File: src/rtl/cic_comb_decimator.sv
// cic_comb_decimator: decimating comb back end of a CIC filter.
// Downsamples the integrator chain output by DECIM and runs N_STAGES combs.
module cic_comb_decimator #(
    parameter int WIDTH      = 16,
    parameter int OUT_WIDTH  = 16,
    parameter int N_STAGES   = 3,
    parameter int DECIM      = 8,
    parameter int DIFF_DELAY = 1
) (
    input  logic                 clk,
    input  logic                 reset,
    input  logic                 in_valid,
    input  logic [WIDTH-1:0]     in_data,
    output logic                 out_valid,
    output logic [OUT_WIDTH-1:0] out_data
);

    localparam int CW = (DECIM > 1) ? $clog2(DECIM) : 1;
    localparam logic [CW-1:0] CNT_LAST = CW'(DECIM - 1);
    localparam logic [CW-1:0] CNT_ONE  = CW'(1);

    logic [CW-1:0]       cnt;
    logic                capture;

    logic                dec_valid;
    logic [WIDTH-1:0]    dec_data;

    // Stage k input (sx/sv) and stage k result/valid (res/vld), k = 0..N-1
    logic [WIDTH-1:0]    sx  [N_STAGES];
    logic [N_STAGES-1:0] sv;
    logic [WIDTH-1:0]    res [N_STAGES];
    logic [N_STAGES-1:0] vld;
    logic [WIDTH-1:0]    dly [N_STAGES][DIFF_DELAY];

    // A sample is kept when it is the last valid one of a decimation frame
    assign capture = in_valid && (cnt == CNT_LAST);

    // Decimation counter advances on valid input only and wraps at DECIM-1
    always_ff @(posedge clk) begin
        if (reset) begin
            cnt <= '0;
        end else if (in_valid) begin
            cnt <= capture ? '0 : cnt + CNT_ONE;
        end
    end

    // Decimated register plus its one-cycle valid flag
    always_ff @(posedge clk) begin
        if (reset) begin
            dec_valid <= 1'b0;
            dec_data  <= '0;
        end else begin
            dec_valid <= capture;
            if (capture) begin
                dec_data <= in_data;
            end
        end
    end

    // Chain each comb stage onto the result of the one before it
    always_comb begin
        sx[0] = dec_data;
        sv[0] = dec_valid;
        for (int k = 1; k < N_STAGES; k++) begin
            sx[k] = res[k-1];
            sv[k] = vld[k-1];
        end
    end

    // Comb stages: y = x - x delayed by DIFF_DELAY, modular, hold when idle
    always_ff @(posedge clk) begin
        if (reset) begin
            vld <= '0;
            for (int k = 0; k < N_STAGES; k++) begin
                res[k] <= '0;
                for (int j = 0; j < DIFF_DELAY; j++) begin
                    dly[k][j] <= '0;
                end
            end
        end else begin
            vld <= sv;
            for (int k = 0; k < N_STAGES; k++) begin
                if (sv[k]) begin
                    res[k]    <= sx[k] - dly[k][DIFF_DELAY-1];
                    dly[k][0] <= sx[k];
                    for (int j = 1; j < DIFF_DELAY; j++) begin
                        dly[k][j] <= dly[k][j-1];
                    end
                end
            end
        end
    end

    assign out_valid = vld[N_STAGES-1];
    assign out_data  = res[N_STAGES-1][WIDTH-1 -: OUT_WIDTH];

    // Low result bits below the output slice are intentionally dropped
    if (OUT_WIDTH < WIDTH) begin : g_trunc
        logic unused_low;
        assign unused_low = ^res[N_STAGES-1][WIDTH-OUT_WIDTH-1:0];
    end

endmodule

File: config.mk
export PLATFORM = sky130hd
export DESIGN_NAME = cic_comb_decimator
export DESIGN_NICKNAME = d
export VERILOG_FILES = /design/src/rtl/cic_comb_decimator.sv
export SDC_FILE = /design/constraint.sdc
export NUM_CORES = 1
export LEC_CHECK = 0
export ABC_CLOCK_PERIOD_IN_PS = 2700
export BUFFER_PORTS_ARGS = -buffer_cell sky130_fd_sc_hd__buf_2
export CORE_ASPECT_RATIO = 1.25
export CORE_UTILIZATION = 62
export DETAILED_ROUTE_END_ITERATION = 16
export PLACE_DENSITY = 0.78
export REMOVE_ABC_BUFFERS = 1
export SYNTH_ARGS = -nofsm -noshare
export SYNTH_HDL_FRONTEND = slang
export SYNTH_SLANG_ARGS = --single-unit
export TNS_END_PERCENT = 100
File: constraint.sdc
create_clock -name clk -period 2.7 [get_ports clk]
set_clock_uncertainty 0.05 [all_clocks]
set_input_delay 0.27 -clock clk [delete_from_list [all_inputs] [get_ports clk]]
set_output_delay 0.27 -clock clk [all_outputs]
set_load 0.02 [all_outputs]
==> run metrics <==
die width 94.2 µm; RSZ-0062 raised after global routing false; crit path DAT 2.48 ns; GPL Wtd Cong 0.802; Initial Utilization 0.645; R2R setup slack 0.31 ns; PortBufs 35; largest net degree at the start of global routing 33; Synth Register Bits 119; sequential fraction of the synthesis area 0.508; CTS tree done; CP most frequent cell o31a_1; fin crit share 0.887; WHS 0.0441 ns; DP Wirelength 8070 µm; Post-synth EDFFs 96; die footprint 11,000 µm²; post-layout min period 2.39 ns; LEAKAGE 3.09 nW; DR vias 4,432; postcts setup bufs 0; dpl ws 0.304 ns; Root Driver clkbuf_16; setup TNS 0 ns; Post-Syn Area 6580 µm²; Synthesis Warnings 0; top cell type's share of synthesized area 0.438; Core ar. 10,200 µm²; Clock Tree Buf Depth 2; Fin. Hold Viols 0; CTS sink cnt 119; crit end category flip-flop; Slew headroom 0.498; placed cell area 6770 µm²; Fillers 735; DRT Wirelength 11,200 µm; post-CTS resize count 0; peak fanout along the critical path 4; placed cells 770; cell count after synthesis 635; Starting DRT DRC Count 315; Pre-Repair DR Iteration Count 4; initial antenna violation count 0; max_cap viols 0; crit path kind flip-flop to flip-flop; fmax 418 MHz; Yosys top cell by area edfxtp_1; share of layout cells above drive strength 1 0.116; first-pass GRT wire length 18,900 µm; FFs w/ async S/R, synth 0; Die H 117 µm; H-tree levels 4; worst min path class input port to flip-flop; slowest CP cell edfxtp_1; Setup violations, final 0; # rows 41; post-route setup slack 0.306 ns; drc violations 0; critical-path cell list inv_1, ha_1, fa_1, nor2b_4, o31a_1, o31a_1, a311oi_2, xor2_1, nor2_1; VDD IR-drop max 0.447 mV; Critical Path Max Stage Delay 0.35 ns; vias in the first global route 4,424; Tot GR Track Use 0.224; Final Instance Area 7360 µm²; fin. max-slew vios 0; synth unique cells 57; Reg clk slew, reported paths 0.05 ns; vias per cell 5.53; Worst Max-Slew Pin Slew 0.753 ns; ANT cells 0; CTS Buf Count 17; Syn-to-layout area delta 11.9%; startpoint types flip-flop; predominant post-synthesis flop cell edfxtp_1; Routed Antenna Nets 0; worst-skew pair later-pin latency 0.41 ns; Layout Nets 729; status completed; PD cells 633 nW/µm²; # IOs 36; hold-fix buffers at CTS 0; Req. time, crit path 2.79 ns; Overflow after GRT 0; Avg Inst Size Synth 10.4 µm²; Area contributors post-synth edfxtp_1 44%, ha_1 8.9%, dfxtp_1 7.0%; routed len/inst 14.0 µm; final std cells w/o fill 802
==> kinds of logic (layout without fill, tap and decap cells) <==
logic type               count (synthesis)  in the layout  share of synthesized area
AO/OA/AOI/OAI                          116            116                      0.115
XOR/XNOR                                30             30                     0.0399
adder cells (fa/ha/maj)                 50             50                     0.0985
buffers and inverters                   88            126                     0.0601
flip-flops                             119            119                      0.508
multiplexers                             7              7                     0.0106
AND/OR/NAND/NOR                        225            225                      0.168
==> cell usage after synthesis, drive strengths merged (6+ instances only) <==
cell / n
nand2: 60
o21ai: 17
a21oi: 40
or2: 6
nor3: 8
and2: 45
mux2i: 7
ha: 47
o21a: 7
dfxtp: 23
nand2b: 7
inv: 52
buf: 20
edfxtp: 96
clkbuf: 16
or3: 6
a21o: 13
a31oi: 7
xor2: 17
nor2: 62
xnor2: 13
nor2b: 9
==> area by class of cell <==
| cell class | count | area [µm²] | area share |
|---|---|---|---|
| inverter | 52 | 195 | 0.0265 |
| sequential | 119 | 3340 | 0.454 |
| multi-input combinational | 428 | 2850 | 0.386 |
| clock inverter | 14 | 163 | 0.0221 |
| clock buffer | 18 | 429 | 0.0583 |
| timing repair buffer | 42 | 228 | 0.0309 |
| tap | 129 | 161 | 0.0219 |
==> path summary, 6_finish.rpt <==
check,start,to,cells past startpoint
worst min-delay path,in_data[10],dec_data[10],3
worst max register to register,res[0][16],res[0][44],9
worst min register to register,dec_data[0],dec_data[0],2
worst max-delay path,res[0][16],res[0][44],9
==> report_power, final <==
part	internal (mW)	leakage (nW)	switching [mW]
registers	2.03	1.18	0.0207
clock network	1.51	0.284	0.747
logic	0.144	1.63	0.211
total	3.69	3.09	0.978
==> metrics by stage <==
step                       util  power [mW]
after global routing      0.721        4.80
after floorplan               -        2.35
final                     0.721        4.67
after CTS                 0.721        4.69
after detailed placement  0.663        2.44
after global placement    0.663        2.42
==> cell usage in the layout, fill, tap and decap left out, drive strengths merged, types with 4 or more instances in the layout <==
cell type  Yosys  routed
edfxtp        96      96
nor3           8       8
a211oi         5       5
nor2b          9       9
nand2b         7       7
nor4           4       4
o21ai         17      17
nand3b         4       4
dfxtp         23      23
and2          45      45
bufinv         0       4
a21oi         40      40
or2            6       6
xnor2         13      13
mux2i          7       7
buf           20      42
clkbuf        16      18
o21a           7       7
ha            47      47
a21o          13      13
nand2         60      60
clkinv         0       9
or3            6       6
inv           52      52
and3           4       4
nor2          62      62
xor2          17      17
nand4          4       4
a31oi          7       7
==> per-layer routing <==
metal / wire length, µm / share of wire / up-vias / track usage
met5: 0 / 0 / - / 0
met2: 6310 / 0.56 / 75 / 0.443
met4: 293 / 0.026 / 0 / 0.119
met1: 4360 / 0.39 / 2078 / 0.216
li1: - / - / 2254 / -
met3: 274 / 0.024 / 25 / 0.0426
==> worst max-delay path, delay by kind of cell (launching register included) <==
kind            cells  cell delay [ns]
compound gates      3             0.91
xor+xnor            1             0.16
fa+ha+maj           2             0.45
buf+inv             1             0.08
flops               1             0.35
simple gates        2             0.12
==> state kept, by name, indices dropped and copies added (netlist names) <==
name,cells
res,48
dly,48
cnt,3
vld,3
dec_data,16
dec_valid,1
Note: power is estimated with default switching activity, not from simulation.
